File: config.mk
export PLATFORM = sky130hd
export DESIGN_NAME = systolic_array_ctrl_flat
export DESIGN_NICKNAME = d
export VERILOG_FILES = /design/src/rtl/systolic_array_ctrl_if.sv /design/src/rtl/systolic_array_ctrl.sv /design/src/flat_wrapper.sv
export SDC_FILE = /design/constraint.sdc
export NUM_CORES = 1
export LEC_CHECK = 0
export BUFFER_PORTS_ARGS = -buffer_cell sky130_fd_sc_hd__buf_2
export CAP_MARGIN = 10
export CORE_AREA = 3 3 309 311
export DETAILED_ROUTE_END_ITERATION = 6
export DIE_AREA = 0 0 312 314
export PLACE_DENSITY_LB_ADDON = 0.2
export REMOVE_ABC_BUFFERS = 1
export SYNTH_ARGS = -nofsm -noshare
export SYNTH_HDL_FRONTEND = slang
export SYNTH_SLANG_ARGS = --single-unit
File: constraint.sdc
create_clock -name ctrl_clk -period 1.7 [get_ports ctrl_clk]
set_input_delay 0.17 -clock ctrl_clk [delete_from_list [all_inputs] [get_ports ctrl_clk]]
set_output_delay 0.17 -clock ctrl_clk [all_outputs]
set_load 0.02 [all_outputs]
File: src/rtl/systolic_array_ctrl_if.sv
`timescale 1ns/1ps
// Bundles the burst-control, operand-stream, array-edge and result signals of systolic_array_ctrl.
// slave = controller side; master = everything around it (host streams and array fabric).
interface systolic_array_ctrl_if #(
  parameter int DATA_WIDTH = 32,
  parameter int LEN_W      = 8
) ();
  logic                    start;
  logic [LEN_W-1:0]        cfg_len;
  logic                    a_valid;
  logic                    a_ready;
  logic [4*DATA_WIDTH-1:0] a_data;
  logic                    b_valid;
  logic                    b_ready;
  logic [4*DATA_WIDTH-1:0] b_data;
  logic [3:0]              arr_en_left;
  logic [4*DATA_WIDTH-1:0] arr_data_left;
  logic [3:0]              arr_en_up;
  logic [4*DATA_WIDTH-1:0] arr_data_up;
  logic [3:0]              arr_en_down;
  logic [4*DATA_WIDTH-1:0] arr_data_down;
  logic [3:0]              res_valid;
  logic [4*DATA_WIDTH-1:0] res_data;
  logic                    busy;
  logic                    done;

  modport slave (
    input  start, cfg_len, a_valid, a_data, b_valid, b_data, arr_en_down, arr_data_down,
    output a_ready, b_ready, arr_en_left, arr_data_left, arr_en_up, arr_data_up,
           res_valid, res_data, busy, done
  );

  modport master (
    output start, cfg_len, a_valid, a_data, b_valid, b_data, arr_en_down, arr_data_down,
    input  a_ready, b_ready, arr_en_left, arr_data_left, arr_en_up, arr_data_up,
           res_valid, res_data, busy, done
  );
endinterface

File: src/rtl/systolic_array_ctrl.sv
`timescale 1ns/1ps
// Burst controller for a 4x4 systolic array: joint A/B beat acceptance, per-lane input skew, drain and result capture.
// Optional SA_CTRL_PERF_EN adds saturating busy/stall cycle counters.
module systolic_array_ctrl #(
  parameter int DATA_WIDTH   = 32,
  parameter int LEN_W        = 8,
  parameter int DRAIN_CYCLES = 10
) (
  input  logic                 ctrl_clk,
  input  logic                 ctrl_rst_n,
  systolic_array_ctrl_if.slave bus
`ifdef SA_CTRL_PERF_EN
  ,
  output logic [31:0]          perf_busy_cyc,
  output logic [31:0]          perf_stall_cyc
`endif
);

  localparam int DRN_W = (DRAIN_CYCLES > 1) ? $clog2(DRAIN_CYCLES) : 1;

  typedef enum logic [1:0] {ST_IDLE, ST_FEED, ST_DRAIN, ST_DONE} state_t;

  state_t                  state_q, state_d;
  logic [LEN_W-1:0]        beat_cnt_q, beat_cnt_d;
  logic [DRN_W-1:0]        drain_cnt_q, drain_cnt_d;
  logic                    busy_q, busy_d;
  logic                    done_q, done_d;
  logic [3:0]              res_valid_q, res_valid_d;
  logic [4*DATA_WIDTH-1:0] res_data_q, res_data_d;
  logic                    accept;

  // A beat moves only when both operand streams present together.
  assign accept      = (state_q == ST_FEED) && bus.a_valid && bus.b_valid;
  assign bus.a_ready = accept;
  assign bus.b_ready = accept;
  assign bus.busy    = busy_q;
  assign bus.done    = done_q;

  always_comb begin
    state_d     = state_q;
    beat_cnt_d  = beat_cnt_q;
    drain_cnt_d = drain_cnt_q;
    case (state_q)
      ST_IDLE: begin
        if (bus.start) begin
          beat_cnt_d = bus.cfg_len;
          state_d    = (bus.cfg_len != '0) ? ST_FEED : ST_DONE;
        end
      end
      ST_FEED: begin
        if (accept && (beat_cnt_q != '0)) begin
          beat_cnt_d = beat_cnt_q - LEN_W'(1);
          if (beat_cnt_q == LEN_W'(1)) begin
            state_d     = (DRAIN_CYCLES == 0) ? ST_DONE : ST_DRAIN;
            drain_cnt_d = DRN_W'(DRAIN_CYCLES - 1);
          end
        end
      end
      ST_DRAIN: begin
        if (drain_cnt_q == '0) state_d = ST_DONE;
        else                   drain_cnt_d = drain_cnt_q - DRN_W'(1);
      end
      ST_DONE: state_d = ST_IDLE;
      default: state_d = ST_IDLE;
    endcase
    busy_d = (state_d != ST_IDLE);
    done_d = (state_d == ST_DONE);
  end

  always_ff @(posedge ctrl_clk) begin
    if (!ctrl_rst_n) begin
      state_q     <= ST_IDLE;
      beat_cnt_q  <= '0;
      drain_cnt_q <= '0;
      busy_q      <= 1'b0;
      done_q      <= 1'b0;
    end else begin
      state_q     <= state_d;
      beat_cnt_q  <= beat_cnt_d;
      drain_cnt_q <= drain_cnt_d;
      busy_q      <= busy_d;
      done_q      <= done_d;
    end
  end

  // Result capture: data is masked so idle lanes always read zero.
  always_comb begin
    res_valid_d = bus.arr_en_down;
    res_data_d  = '0;
    for (int j = 0; j < 4; j++) begin
      if (bus.arr_en_down[j]) res_data_d[j*DATA_WIDTH +: DATA_WIDTH] = bus.arr_data_down[j*DATA_WIDTH +: DATA_WIDTH];
    end
  end

  always_ff @(posedge ctrl_clk) begin
    if (!ctrl_rst_n) begin
      res_valid_q <= '0;
      res_data_q  <= '0;
    end else begin
      res_valid_q <= res_valid_d;
      res_data_q  <= res_data_d;
    end
  end

  assign bus.res_valid = res_valid_q;
  assign bus.res_data  = res_data_q;

  // Lane i carries i+1 stages so row/column i sees the beat i cycles after lane 0; idle cycles shift in as zero bubbles.
  for (genvar i = 0; i < 4; i++) begin : g_lane
    logic [i:0]                 left_en_q, left_en_d, up_en_q, up_en_d;
    logic [i:0][DATA_WIDTH-1:0] left_dat_q, left_dat_d, up_dat_q, up_dat_d;

    always_comb begin
      left_en_d     = left_en_q;
      up_en_d       = up_en_q;
      left_dat_d    = left_dat_q;
      up_dat_d      = up_dat_q;
      left_en_d[0]  = accept;
      up_en_d[0]    = accept;
      left_dat_d[0] = accept ? bus.a_data[i*DATA_WIDTH +: DATA_WIDTH] : '0;
      up_dat_d[0]   = accept ? bus.b_data[i*DATA_WIDTH +: DATA_WIDTH] : '0;
      for (int k = 1; k <= i; k++) begin
        left_en_d[k]  = left_en_q[k-1];
        up_en_d[k]    = up_en_q[k-1];
        left_dat_d[k] = left_dat_q[k-1];
        up_dat_d[k]   = up_dat_q[k-1];
      end
    end

    always_ff @(posedge ctrl_clk) begin
      if (!ctrl_rst_n) begin
        left_en_q  <= '0;
        up_en_q    <= '0;
        left_dat_q <= '0;
        up_dat_q   <= '0;
      end else begin
        left_en_q  <= left_en_d;
        up_en_q    <= up_en_d;
        left_dat_q <= left_dat_d;
        up_dat_q   <= up_dat_d;
      end
    end

    assign bus.arr_en_left[i]                             = left_en_q[i];
    assign bus.arr_en_up[i]                               = up_en_q[i];
    assign bus.arr_data_left[i*DATA_WIDTH +: DATA_WIDTH] = left_dat_q[i];
    assign bus.arr_data_up[i*DATA_WIDTH +: DATA_WIDTH]   = up_dat_q[i];
  end

`ifdef SA_CTRL_PERF_EN
  logic [31:0] perf_busy_q, perf_busy_d, perf_stall_q, perf_stall_d;
  logic        launch;

  assign launch = (state_q == ST_IDLE) && bus.start;

  always_comb begin
    perf_busy_d  = perf_busy_q;
    perf_stall_d = perf_stall_q;
    if (launch) begin
      perf_busy_d  = '0;
      perf_stall_d = '0;
    end else begin
      if (busy_q && (perf_busy_q != '1)) perf_busy_d = perf_busy_q + 32'd1;
      if ((state_q == ST_FEED) && !accept && (perf_stall_q != '1)) perf_stall_d = perf_stall_q + 32'd1;
    end
  end

  always_ff @(posedge ctrl_clk) begin
    if (!ctrl_rst_n) begin
      perf_busy_q  <= '0;
      perf_stall_q <= '0;
    end else begin
      perf_busy_q  <= perf_busy_d;
      perf_stall_q <= perf_stall_d;
    end
  end

  assign perf_busy_cyc  = perf_busy_q;
  assign perf_stall_cyc = perf_stall_q;
`endif

endmodule

File: src/flat_wrapper.sv
// flat-port wrapper written by rule: the top's interface ports become plain ports
module systolic_array_ctrl_flat 
#(
  parameter int DATA_WIDTH   = 32,
  parameter int LEN_W        = 8,
  parameter int DRAIN_CYCLES = 10
)
  (ctrl_clk, ctrl_rst_n, bus_start, bus_cfg_len, bus_a_valid, bus_a_data, bus_b_valid, bus_b_data, bus_arr_en_down, bus_arr_data_down, bus_a_ready, bus_b_ready, bus_arr_en_left, bus_arr_data_left, bus_arr_en_up, bus_arr_data_up, bus_res_valid, bus_res_data, bus_busy, bus_done);
  systolic_array_ctrl_if #(.DATA_WIDTH(DATA_WIDTH), .LEN_W(LEN_W)) bus_i ();
  input  logic ctrl_clk;
  input  logic ctrl_rst_n;
  input wire logic [$bits(bus_i.start)-1:0] bus_start;
  input wire logic [$bits(bus_i.cfg_len)-1:0] bus_cfg_len;
  input wire logic [$bits(bus_i.a_valid)-1:0] bus_a_valid;
  input wire logic [$bits(bus_i.a_data)-1:0] bus_a_data;
  input wire logic [$bits(bus_i.b_valid)-1:0] bus_b_valid;
  input wire logic [$bits(bus_i.b_data)-1:0] bus_b_data;
  input wire logic [$bits(bus_i.arr_en_down)-1:0] bus_arr_en_down;
  input wire logic [$bits(bus_i.arr_data_down)-1:0] bus_arr_data_down;
  output wire logic [$bits(bus_i.a_ready)-1:0] bus_a_ready;
  output wire logic [$bits(bus_i.b_ready)-1:0] bus_b_ready;
  output wire logic [$bits(bus_i.arr_en_left)-1:0] bus_arr_en_left;
  output wire logic [$bits(bus_i.arr_data_left)-1:0] bus_arr_data_left;
  output wire logic [$bits(bus_i.arr_en_up)-1:0] bus_arr_en_up;
  output wire logic [$bits(bus_i.arr_data_up)-1:0] bus_arr_data_up;
  output wire logic [$bits(bus_i.res_valid)-1:0] bus_res_valid;
  output wire logic [$bits(bus_i.res_data)-1:0] bus_res_data;
  output wire logic [$bits(bus_i.busy)-1:0] bus_busy;
  output wire logic [$bits(bus_i.done)-1:0] bus_done;
  assign bus_i.start = bus_start;
  assign bus_i.cfg_len = bus_cfg_len;
  assign bus_i.a_valid = bus_a_valid;
  assign bus_i.a_data = bus_a_data;
  assign bus_i.b_valid = bus_b_valid;
  assign bus_i.b_data = bus_b_data;
  assign bus_i.arr_en_down = bus_arr_en_down;
  assign bus_i.arr_data_down = bus_arr_data_down;
  assign bus_a_ready = bus_i.a_ready;
  assign bus_b_ready = bus_i.b_ready;
  assign bus_arr_en_left = bus_i.arr_en_left;
  assign bus_arr_data_left = bus_i.arr_data_left;
  assign bus_arr_en_up = bus_i.arr_en_up;
  assign bus_arr_data_up = bus_i.arr_data_up;
  assign bus_res_valid = bus_i.res_valid;
  assign bus_res_data = bus_i.res_data;
  assign bus_busy = bus_i.busy;
  assign bus_done = bus_i.done;
  systolic_array_ctrl #(.DATA_WIDTH(DATA_WIDTH), .LEN_W(LEN_W), .DRAIN_CYCLES(DRAIN_CYCLES)) u_core (.ctrl_clk(ctrl_clk), .ctrl_rst_n(ctrl_rst_n), .bus(bus_i));
endmodule
Word level (Yosys, flattened, before mapping)
Cells that the tools add are included.
Word-level totals
  flip-flop bits (word level): 807
  input bits: 401
Cells by class
  add/subtract/negate cells: 2
  equality and inequality tests: 9
  reductions and logical operators: 17
  muxes and demuxes: 13
Operators with widths (number)
  $mux W8: 2
  $pmux W8 S2: 1
  $reduce_bool A8 Y1: 2
  $mux W4: 3
  $mux W2: 5
  $reduce_and A2 Y1: 5
  $eq A8 B1 Y1 const B: 1
  $ne A2 B2 Y1 const B: 4
  $pmux W2 S4: 1
  $pmux W4 S2: 1
  $sub A8 B1 Y8 const B: 1
  $eq A2 B2 Y1 const B: 3
  $reduce_bool A2 Y1: 3
  $logic_not A4 Y1: 1
  $reduce_and A4 Y1: 1
  $sub A4 B1 Y4 const B: 1
  $logic_and A1 B1 Y1: 3
  $reduce_and A3 Y1: 1
  $eq A2 B1 Y1 const B: 1
  $logic_not A2 Y1: 1

Longest topological paths before layout
Gate-level depths: netlist (run 1).
  depth after elaboration: 7
  gate-level depth with buffers: 7
  depth with buffers taken out: 6

Least setup slack after synthesis (run 1)
OpenSTA, ideal clock, no wires.
  path kind: register -> register
  start point: reg u_core.beat_cnt_q[1]
  end point: reg u_core.done_q, in the netlist u_core.bus.done
  arrival time: 1.381 ns
  slack: 0.259 ns
  stages on the path, launching flop included: 8
  path buffers: 1
  library setup time: 0.060 ns
  path through: dfxtp_1 > inv_1 > ha_1 > nor2b_1 > and4_1 > buf_4 > o31ai_1 > and3_1
On the way
  word-level cells in the longest chain between the ends: 5
  elaborated cells on any way between the ends: 7
  those cells by class: 2 x eq/ne; 3 x mux; 2 x reduce/logical
RTL lines
  start, declared: line systolic_array_ctrl.sv:24  | logic [LEN_W-1:0] beat_cnt_q, beat_cnt_d;
  start signal, assigned: line systolic_array_ctrl.sv:79  | beat_cnt_q <= beat_cnt_d;
  $eq A8 B1 Y1 / $reduce_bool A8 Y1 (equally long branches): line systolic_array_ctrl.sv:53, systolic_array_ctrl.sv:51
  $mux W2 / $logic_and A1 B1 Y1 (equally long branches): line systolic_array_ctrl.sv:53, systolic_array_ctrl.sv:51
  $mux W2 *: line systolic_array_ctrl.sv:51  | if (accept && (beat_cnt_q != '0)) begin
  $pmux W2 S4 *: line systolic_array_ctrl.sv:43  | case (state_q)
  $eq A2 B2 Y1 *: line systolic_array_ctrl.sv:67  | done_d = (state_d == ST_DONE);
  end signal, assigned: line systolic_array_ctrl.sv:82  | done_q <= done_d;
  end, declared: line systolic_array_ctrl.sv:27  | logic done_q, done_d;
Mark *: on every way between the ends. The rest lies on a longest branch, timed or not.
A chain may end at the register's enable or synchronous reset.

Final worst setup path (run 1)
  start point: reg u_core.state_q[1]
  end point: out bus_b_ready
On the way
  word-level cells in the longest chain between the ends: 3
RTL lines
  start, declared: line systolic_array_ctrl.sv:23  | state_t state_q, state_d;
  start signal, assigned: line systolic_array_ctrl.sv:78  | state_q <= state_d;
  $eq A2 B1 Y1: line systolic_array_ctrl.sv:33  | assign accept = (state_q == ST_FEED) && bus.a_valid && bus.b_valid;
  $logic_and A1 B1 Y1 (2 in series): line systolic_array_ctrl.sv:33
  end, declared: line flat_wrapper.sv:21  | output wire logic [$bits(bus_i.b_ready)-1:0] bus_b_ready;
No other way between the ends.

==> impl_metrics.yaml, run 1 <==
hold_path:
  hold_start: "bus_arr_en_down[3]"
  hold_class: "in2reg"
final_layout:
  finalNonFillerCells: 4359
  layout_common_cells: "buf_2, dfxtp_1, dlygate4sd3_1, and2_1, and3_1"
  layout_commonest_cell: "buf_2"
  area_growth_pct: 58.18
  nets: 3435
  drive_above_1_share: 0.3235
clock_network:
  clk_latency_ns: 0.64
  clockBufferDepth: 3
  cts_root_buf: "clkbuf_16"
  clk_pin_slew_ns: 0.06
  numCtsBuffers: 90
  htreeDepth: 3
  cts_tree: "built"
  clock_sinks: 792
power_and_ir_drop:
  power.switching_mw: 8.995
  power_density_nw_per_um2: 1168
  seq_power_share: 0.467
  clockPowerShare: 0.469
  leakagePower_nw: 17.42
  power_frac_comb: 0.064
  ir_worst_vdd_uv: 715.6
  p_int_mw: 31.59
  p_sw_frac: 0.2216
synth:
  ys_warn_count: 0
  synth_ff_type: "dfxtp_1"
  syn_area_um2: 21960
  yosysSeqAreaShare: 0.7220
  syn-instance-count: 1809
  synth-edff-count: 0
  synthArstFlopShare: 0
  ys_ff_latch: 792
  yosysUniqueCellTypes: 42
  avgSynthCellArea_um2: 12.14
flow_run:
  maxCapViolations: 0
timing:
  report.final.slew_viol_count: 0
  worst_pin_slew_ns: 0.6429
  whs_ns: 0.1027
  setup_viol: 0
  min_period_over_period: 0.9459
  setup_tns_ns: 0
  relSlewSlack: 0.5714
  hold_viol: 0
  fin_skew_ns: 0.02009
  fin_crit_ns: 1.608
  rsz0062_at_grt: "no"
  timing.fmax_mhz: 621.9
critical_path:
  crit_family: "flip-flops"
  reg2reg_from: "u_core.beat_cnt_q[0]$_SDFFE_PN0P_"
  required_ns: 1.53
  worst-setup-path-type: "reg2out"
  critPathCaptureType: "primary output"
  critical_path.startpoint_type: "flip-flop"
  path_buf_inv: 2
  critPathLaunch: "u_core.state_q[1]$_SDFF_PN0_"
  crit_fanout: 7
  crit_slowest_cell: "dfxtp_2"
  cp.arrival_ns: 1.44
  timing.reg2reg.setup_slack_ns: 0.13
  cp_cell_sequence: "nand4b_4 -> inv_8 -> buf_2"
  slowest_delay_ns: 0.35
detailed_routing:
  wl_per_cell_um: 16.88
  drcViolationCount: 0
  via_count: 17020
  final_antenna_net_count: 0
  drt_iter0_drc: 986
  viasPerCell: 3.905
  firstDrtPassIters: 4
  wirelength_um: 73570
placed_design:
  dp_cells: 3764
  gp_congestion: 0.8591
  port_buffers: 800
  place_hpwl_um: 52630
floorplanning:
  start_util: 0.2360
  ios: 801
  rows: 112
  die_h_um: 314
  die_x_um: 312
  design.die.area_um2: 97970
  core_area_um2: 93050
global_routing:
  grt_overflow_total: 0
  grt_pass1_vias: 17850
  grt.total_usage: 0.1443
  grt_pass1_wl_um: 109000
  grt_max_degree: 119
  grt_antenna_before_repair: 14
status:
  status: "finished, final reports clean"
-- cell type report --
class                      instances  area [um2]
fill                            9255       58310
sequential                       792       15860
timing repair buffer            1267        8773
multi-input combinational        870        5535
clock buffer                     129        2620
tap                             1254        1569
clock inverter                    31       324.1
inverter                           7       33.78
antenna                            8       20.02
timing repair inverter             1       6.256
-- metrics by stage --
stage | instance area, um2 | setup slack, ns | util | total power, mW
2_1_floorplan | 21390 | -1.296 | - | 19.91
3_3_place_gp | 27460 | 0.07676 | 0.2952 | 21.09
3_5_place_dp | 27460 | 0.05913 | 0.2952 | 21.10
4_1_cts | 34670 | 0.01587 | 0.3726 | 41.29
5_1_grt | 34730 | 0.004092 | 0.3732 | 42.27
6_report | 34740 | 0.09204 | 0.3733 | 40.58
-- sequential cells by signal, indices dropped and copies added, names as in the netlist --
name                      count
u_core.bus.busy               1
u_core.g_lane.left_dat_q     32
u_core.bus.res_valid          4
u_core.g_lane.left_dat_d    192
u_core.state_q                2
u_core.g_lane.up_dat_q       32
u_core.bus.done               1
u_core.g_lane.up_dat_d      192
u_core.bus.res_data         128
u_core.beat_cnt_q             8
u_core.bus.arr_data_left     96
u_core.bus.arr_data_up       96
u_core.g_lane.up_en_q         4
u_core.drain_cnt_q            4
-- cells in the mapped netlist (2+ instances only) --
cell type    n  area share
nand3_1      2     0.00046
and2_1     391        0.11
nand2_1      8      0.0014
a31oi_1      3     0.00085
nor2_1       9      0.0015
ha_1         5      0.0028
buf_4        8      0.0027
a21oi_1     14      0.0032
dfxtp_1    792        0.72
or3b_2       2     0.00080
inv_1        6      0.0010
nor3b_1      4      0.0014
nor4_1       2     0.00057
nand2b_1     2     0.00057
clkbuf_1   122       0.021
o21a_1       2     0.00068
buf_2       10      0.0023
o32ai_1      6      0.0024
nor2b_1      3     0.00085
nor3_1       8      0.0018
and3_1     389        0.11
-- metal layers --
layer / part of all wire / GRT usage / vias up
met2: 0.46 / 0.2279 / 614
met5: 0.00064 / 0 / -
met4: 0.039 / 0.06976 / 8
met1: 0.42 / 0.1747 / 7921
met3: 0.087 / 0.05161 / 142
li1: - / - / 8335
-- what timing repair did --
action	in CTS	in global routing
gates cloned	1	0
gates resized for setup	2	9
endpoints found under the setup margin	2	18
hold buffers	423	0
hold endpoints to repair	396	0
setup buffers	3	0
-- path summary, 6_finish.rpt --
check | cells past startpoint | endpoint
hold reg to reg | 1 | u_core.g_lane[3].up_dat_d[102]$_SDFF_PN0_
hold / removal | 2 | u_core.bus.res_data[126]$_SDFF_PN0_
setup / recovery | 3 | bus_b_ready
setup reg to reg | 6 | u_core.bus.done$_SDFF_PN0_
-- power groups by stage --
| stage | combinational, mW | clock [mW] | sequential, mW |
|---|---|---|---|
| finish | 2.58 | 19.0 | 19.0 |
| global route | 2.80 | 20.5 | 19.0 |
| CTS | 2.58 | 19.8 | 19.0 |
| detailed placement | 1.74 | 0 | 19.4 |
| global placement | 1.73 | 0 | 19.4 |
| floorplan | 0.350 | 0 | 19.6 |
-- cell families (layout without fill, tap and decap cells) --
family,count (synthesis),count (layout),share of synthesized area
other,0,8,0
xor gates and xnor gates,1,1,0.0003989
AOI/OAI and AO/OA,37,37,0.01196
muxes,1,1,0.0004558
and+or+nand+nor,826,826,0.2353
adders and majority gates,5,5,0.002849
DFF,792,792,0.7220
buffers and inverters,147,1435,0.02706
(Power assumes the default switching activity.)
==> inputs of run 2 (changes only) <==
--- a/config.mk
+++ b/config.mk
@@ -7,9 +7,9 @@
 export LEC_CHECK = 0
 export BUFFER_PORTS_ARGS = -buffer_cell sky130_fd_sc_hd__buf_2
 export CAP_MARGIN = 10
-export CORE_AREA = 3 3 309 311
+export CORE_AREA = 2 2 308 310
 export DETAILED_ROUTE_END_ITERATION = 6
-export DIE_AREA = 0 0 312 314
+export DIE_AREA = 0 0 310 312
 export PLACE_DENSITY_LB_ADDON = 0.2
 export REMOVE_ABC_BUFFERS = 1
 export SYNTH_ARGS = -nofsm -noshare
==> constraint.sdc (replaced) <==
create_clock -name ctrl_clk -period 1.6 [get_ports ctrl_clk]
set_input_delay 0.16 -clock ctrl_clk [delete_from_list [all_inputs] [get_ports ctrl_clk]]
set_output_delay 0.16 -clock ctrl_clk [all_outputs]
set_load 0.02 [all_outputs]
==> run 2 against run 1 <==
  * Final cell count increased by 0.41%
  * Largest cell class unchanged
  * Sequential cell count is the same
  * Clock skew rose by 0.0055 ns
  * Non-clock buffer count increased by 25
  * Sequential share of layout area is 0.26 points lower
  * Die area fell by 1.3%
  * Register-to-register slack got worse by 0.05 ns
  * Utilization grew 0.23 points
  * Final area grew 0.61%
  * Routed wire length decreased by 2.6%
==> impl_metrics.yaml, run 2 (same netlist as run 1, synthesis figures left out) <==
status:
  status: "finished, final reports clean"
clock_network:
  numCtsBuffers: 85
  cts_root_buf: "clkbuf_16"
  clockBufferDepth: 3
  clock_sinks: 792
  clk_latency_ns: 0.64
  cts_tree: "built"
  clk_pin_slew_ns: 0.06
  htreeDepth: 3
power_and_ir_drop:
  ir_worst_vdd_uv: 875.1
  leakagePower_nw: 17.54
  power.switching_mw: 9.234
  clockPowerShare: 0.462
  power_frac_comb: 0.065
  seq_power_share: 0.473
  power_density_nw_per_um2: 1220
  total_power_mw: 42.64
  p_int_mw: 33.40
  p_sw_frac: 0.2166
timing:
  fin_skew_ns: 0.02561
  timing.fmax_mhz: 658.0
  worst_slack_ns: 0.08029
  report.final.slew_viol_count: 0
  hold_viol: 0
  setup_tns_ns: 0
  worst_pin_slew_ns: 0.9536
  fin_crit_ns: 1.520
  setup_viol: 0
  rsz0062_at_grt: "no"
  relSlewSlack: 0.3621
  min_period_over_period: 0.9498
final_layout:
  layout_commonest_cell: "buf_2"
  area_growth_pct: 59.14
  drive_above_1_share: 0.3225
  multi_input_area_um2: 5560
  seqCellArea_um2: 15860
  final_area_um2: 34950
  nets: 3454
  nFillCells: 9226
  layout_common_cells: "buf_2, dfxtp_1, dlygate4sd3_1, and2_1, and3_1"
  finalNonFillerCells: 4377
placed_design:
  gp_congestion: 0.8770
  dp_cells: 3768
  port_buffers: 800
  pre_cts_ws_ns: -0.03138
  placed_cell_area_um2: 27530
  place_hpwl_um: 50450
floorplanning:
  design.die.area_um2: 96720
  die_h_um: 312
  core_area_um2: 93050
  rows: 112
  die_x_um: 310
  ios: 801
  start_util: 0.2360
global_routing:
  grt.total_usage: 0.1440
  grt_antenna_before_repair: 19
  grt_overflow_total: 0
  grt_pass1_wl_um: 106700
  grt_max_degree: 106
  grt_pass1_vias: 18150
critical_path:
  cp_cell_sequence: "inv_1 -> ha_2 -> nor3b_4 -> and3_1 -> a21oi_1 -> o32ai_1"
  worst-setup-path-type: "reg2reg"
  crit_slowest_cell: "dfxtp_1"
  crit_family: "simple AND/OR/NAND/NOR gates"
  crit_fanout: 4
  slowest_delay_ns: 0.31
  cp.arrival_ns: 2.06
  critical_path.startpoint_type: "flip-flop"
  critPathCaptureType: "flip-flop"
  required_ns: 2.14
  path_buf_inv: 1
detailed_routing:
  wirelength_um: 71630
  viasPerCell: 3.952
  drcViolationCount: 0
  final_antenna_net_count: 0
  wl_per_cell_um: 16.37
  firstDrtPassIters: 5
  via_count: 17300
  drt_iter0_drc: 929
flow_run:
  maxCapViolations: 0
hold_path:
  hold_class: "in2reg"
[run 2: changes by cell type in the layout (fill, tap and decap cells not counted), moves of 3 or more]
cell,before,now
buf_8,0,3
clkbuf_16,91,86
buf_4,30,33
clkbuf_1,18,22
buf_12,13,17
buf_2,799,796
dlygate4sd3_1,423,441
[run 2: power by group through the flow]
| stage | logic [mW] | registers [mW] | clock network (mW) |
|---|---|---|---|
| 4_1_cts | 2.77 | 20.1 | 20.3 |
| 3_5_place_dp | 1.85 | 20.6 | 0 |
| 3_3_place_gp | 1.82 | 20.6 | 0 |
| 5_1_grt | 3.01 | 20.2 | 21.1 |
| 6_report | 2.79 | 20.1 | 19.7 |
| 2_1_floorplan | 0.372 | 20.8 | 0 |
[run 2: per-layer routing]
| metal | wire length, um | global-route usage | up-vias |
|---|---|---|---|
| met1 | 28450 | 0.1649 | 8040 |
| met2 | 32730 | 0.2286 | 664 |
| met5 | 83 | 0 | - |
| li1 | - | - | 8376 |
| met4 | 3395 | 0.07235 | 14 |
| met3 | 6979 | 0.06171 | 202 |
[run 2: worst paths after layout]
kind,startpoint,slack [ns],end,cells past startpoint
hold reg to reg,u_core.g_lane[2].up_dat_d[76]$_SDFF_PN0_,0.42,u_core.bus.arr_data_up[76]$_SDFF_PN0_,1
setup reg to reg,u_core.beat_cnt_q[0]$_SDFFE_PN0P_,0.08,u_core.beat_cnt_q[4]$_SDFFE_PN0P_,6
setup / recovery,u_core.beat_cnt_q[0]$_SDFFE_PN0P_,0.08,u_core.beat_cnt_q[4]$_SDFFE_PN0P_,6
hold / removal,ctrl_rst_n,0.10,u_core.bus.arr_data_up[103]$_SDFF_PN0_,3
[run 2: what timing repair did]
item,4_1_cts,5_1_grt
gates resized for setup,14,14
pin swaps,0,0
hold endpoints to repair,404,0
setup buffers,5,1
endpoints found under the setup margin,4,16
cloned,1,0
hold buffers,441,0
[run 2: final cells by class]
cell class                      instances  area share
Sequential cell                       792      0.4539
Tap cell                             1254     0.04489
Timing Repair Buffer                 1292      0.2596
Inverter                                7   0.0008950
Multi-Input combinational cell        870      0.1591
Antenna cell                            7   0.0005012
Clock inverter                         26    0.008986
Clock buffer                          129     0.07221
[run 2: through the flow]
stage	util	hold slack [ns]
floorplan	-	0.2775
global placement	0.2959	0.3907
detailed placement	0.2959	0.3933
CTS	0.3751	0.02469
global route	0.3755	0.05832
finish	0.3756	0.1013
[run 2: worst min-delay path, cell delays in order]
cell and delay, ns:
buf_8 0.18, buf_12 0.19, and2_1 0.13
==> inputs of run 3 (changes only) <==
--- a/config.mk
+++ b/config.mk
@@ -5,11 +5,13 @@
 export SDC_FILE = /design/constraint.sdc
 export NUM_CORES = 1
 export LEC_CHECK = 0
+export ABC_AREA = 1
 export BUFFER_PORTS_ARGS = -buffer_cell sky130_fd_sc_hd__buf_2
 export CAP_MARGIN = 10
-export CORE_AREA = 2 2 308 310
+export CORE_AREA = 2 2 315 317
+export CTS_CLUSTER_SIZE = 10
 export DETAILED_ROUTE_END_ITERATION = 6
-export DIE_AREA = 0 0 310 312
+export DIE_AREA = 0 0 317 319
 export PLACE_DENSITY_LB_ADDON = 0.2
 export REMOVE_ABC_BUFFERS = 1
 export SYNTH_ARGS = -nofsm -noshare
==> run 3 against run 2 <==
  * Clock skew fell by 0.0082 ns
  * Synthesized cell count rose by 43%
  * Critical path depth rose by 1
  * Critical endpoint is now u_core.bus.res_data[48]$_SDFF_PN0_
  * Synthesized area rose by 4.3%
==> impl_metrics.yaml, run 3 <==
status:
  status: "finished, final reports clean"
synth:
  synth-edff-count: 0
  avgSynthCellArea_um2: 8.882
  yosysSeqAreaShare: 0.6919
  syn-instance-count: 2580
  yosysTopAreaCell: "dfxtp_1"
  ys_warn_count: 0
  yosysMostFrequentCell: "inv_1"
  ys_ff_latch: 792
  synth_ff_type: "dfxtp_1"
  synth.top_cells.by_count: "inv_1, dfxtp_1, nand2_1"
  syn_area_um2: 22910
  synthTopCellsByArea: "dfxtp_1, inv_1, nand2_1"
  yosysUniqueCellTypes: 26
  synthArstFlopShare: 0
  synth_top_area_share: 0.6919
critical_path:
  timing.reg2reg.setup_slack_ns: 0.19
  path_buf_inv: 5
  crit_slowest_cell: "dlygate4sd3_1"
  r2r_end: "u_core.beat_cnt_q[6]$_SDFFE_PN0P_"
  worst-setup-path-type: "in2reg"
  crit_family: "buffers and inverters"
  crit_fanout: 33
  critical_path.most_common_cell: "buf_12"
  reg2reg_from: "u_core.beat_cnt_q[0]$_SDFFE_PN0P_"
  required_ns: 2.19
  cp.arrival_ns: 2.14
  ff2ff_path_depth: 8
  critPathCaptureType: "flip-flop"
  slowest_delay_ns: 0.59
  cp_cell_sequence: "dlygate4sd3_1 -> buf_12 -> buf_12 -> nand2_1 -> buf_12 -> nor2_1 -> dlygate4sd3_1"
  critical_path.startpoint_type: "primary input"
power_and_ir_drop:
  total_power_mw: 42.43
  power.switching_mw: 9.273
  power_frac_comb: 0.067
  clockPowerShare: 0.458
  p_sw_frac: 0.2186
  seq_power_share: 0.475
  ir_worst_vdd_uv: 697.7
  leakagePower_nw: 21.50
  power_density_nw_per_um2: 1170
  p_int_mw: 33.16
hold_path:
  hold_depth: 7
  hold_class: "in2reg"
  hold_start: "bus_a_valid"
  worstHoldEndpoint: "u_core.g_lane[2].left_dat_d[61]$_SDFF_PN0_"
clock_network:
  clk_pin_slew_ns: 0.06
  cts_tree: "built"
  htreeDepth: 3
  clk_latency_ns: 0.64
  numCtsBuffers: 94
  clock_sinks: 792
  clockBufferDepth: 3
  cts_root_buf: "clkbuf_16"
timing:
  fin_crit_ns: 1.554
  min_period_over_period: 0.9713
  rsz0062_at_grt: "yes"
  relSlewSlack: 0.6913
  worst_pin_slew_ns: 0.4614
  setup_tns_ns: 0
  fin_skew_ns: 0.01745
  setup_viol: 0
  report.final.slew_viol_count: 0
  hold_viol: 0
  timing.fmax_mhz: 643.5
placed_design:
  gp_congestion: 0.7806
  dp_cells: 4616
  placed_cell_area_um2: 28460
  place_hpwl_um: 43590
  port_buffers: 800
detailed_routing:
  via_count: 18460
  viasPerCell: 3.518
  final_antenna_net_count: 0
  wirelength_um: 63540
  drt_iter0_drc: 585
  firstDrtPassIters: 4
  drcViolationCount: 0
  wl_per_cell_um: 12.11
global_routing:
  grt_pass1_wl_um: 98110
  grt_antenna_before_repair: 4
  grt_pass1_vias: 19150
  grt_max_degree: 83
  grt.total_usage: 0.1236
  grt_overflow_total: 0
final_layout:
  layout_common_cells: "inv_1, buf_2, dfxtp_1, dlygate4sd3_1, nand2_1"
  drive_above_1_share: 0.2463
  nets: 4331
  final_area_um2: 36260
  area_growth_pct: 58.22
  nFillCells: 9975
  layout_commonest_cell: "inv_1"
  finalNonFillerCells: 5248
floorplanning:
  design.die.area_um2: 101100
  die_x_um: 317
  ios: 801
  start_util: 0.2345
  rows: 115
  core_area_um2: 97700
  die_h_um: 319
flow_run:
  maxCapViolations: 0
-- run 3: cell count changes in the layout (fill, tap and decap cells not counted), moves of 10 or more --
cell | before | now
clkinv_2 | 13 | 3
nand3_1 | 2 | 15
and2_1 | 391 | 0
dlygate4sd3_1 | 441 | 497
clkbuf_8 | 21 | 6
and3_1 | 389 | 0
o21ai_0 | 1 | 12
inv_1 | 5 | 800
nand2_1 | 8 | 426
nor2_1 | 8 | 413
-- run 3: cell families (layout without fill, tap and decap cells) --
kind of cell	Yosys count	in the layout	share of synthesized area
buf+inv	894	2273	0.1552
simple gates	868	868	0.1450
flops	792	792	0.6919
compound gates	20	20	0.004750
fa+ha+maj	5	5	0.002730
xor+xnor	1	1	0.0003823
other cells	0	2	0
-- run 3: worst min-delay path, stage by stage --
cell and delay, ns:
buf_2 0.09, nand2_1 0.13, nor2_4 0.07, buf_4 0.13
nand2_4 0.07, buf_4 0.14, nor2_1 0.04
-- run 3: through the flow --
step / util / worst slack (ns) / hold WS (ns)
2_1_floorplan: - / -3.493 / 0.2535
3_3_place_gp: 0.2913 / 0.1917 / 0.3705
3_5_place_dp: 0.2913 / 0.1662 / 0.3777
4_1_cts: 0.3709 / -0.01750 / 0.1722
5_1_grt: 0.3711 / -0.008426 / 0.2220
6_report: 0.3711 / 0.04598 / 0.2464
-- run 3: area by class of cell --
class	count	area [um2]	share of cell area
Timing Repair Buffer	1341	9490	0.2618
Antenna cell	2	5.005	0.0001380
Multi-Input combinational cell	894	3527	0.09728
Sequential cell	792	15860	0.4374
Tap cell	1287	1610	0.04441
Clock buffer	116	2516	0.06940
Clock inverter	14	232.7	0.006419
Inverter	802	3015	0.08317
-- run 3: what timing repair did --
| item | 4_1_cts | 5_1_grt |
|---|---|---|
| resized for setup | 10 | 3 |
| hold buffers | 497 | 0 |
| setup endpoints to repair | 3 | 28 |
| pin swaps | 1 | 1 |
| endpoints found under the hold margin | 465 | 0 |
| buffers inserted | 3 | 0 |
-- run 3: how the worst max path moves through the flow --
stage	endpoint	slack, ns	cells after the start	from
finish	u_core.bus.res_data[48]$_SDFF_PN0_	0.05	7	ctrl_rst_n
CTS	bus_a_ready	-0.02	4	u_core.state_q[1]$_SDFF_PN0_
global route	bus_a_ready	-0.008	4	u_core.state_q[1]$_SDFF_PN0_
detailed placement	u_core.bus.busy$_SDFF_PN0_	0.17	8	u_core.beat_cnt_q[0]$_SDFFE_PN0P_
global placement	u_core.bus.busy$_SDFF_PN0_	0.19	8	u_core.beat_cnt_q[0]$_SDFFE_PN0P_
floorplan	u_core.g_lane[3].up_en_q[0]$_SDFF_PN0_	-3.49	5	u_core.state_q[1]$_SDFF_PN0_
-- run 3: power groups by stage --
stage / logic [mW] / clock network (mW) / registers [mW]
2_1_floorplan: 0.596 / 0 / 20.8
3_3_place_gp: 1.93 / 0 / 20.6
3_5_place_dp: 1.93 / 0 / 20.6
4_1_cts: 2.88 / 20.3 / 20.1
5_1_grt: 3.17 / 21.1 / 20.2
6_report: 2.86 / 19.4 / 20.1
-- run 3: per-layer routing --
| metal | share of wire | global-route usage |
|---|---|---|
| met5 | 0.00038 | 0 |
| met4 | 0.027 | 0.04465 |
| met3 | 0.087 | 0.04428 |
| met2 | 0.51 | 0.2357 |
| met1 | 0.37 | 0.1201 |
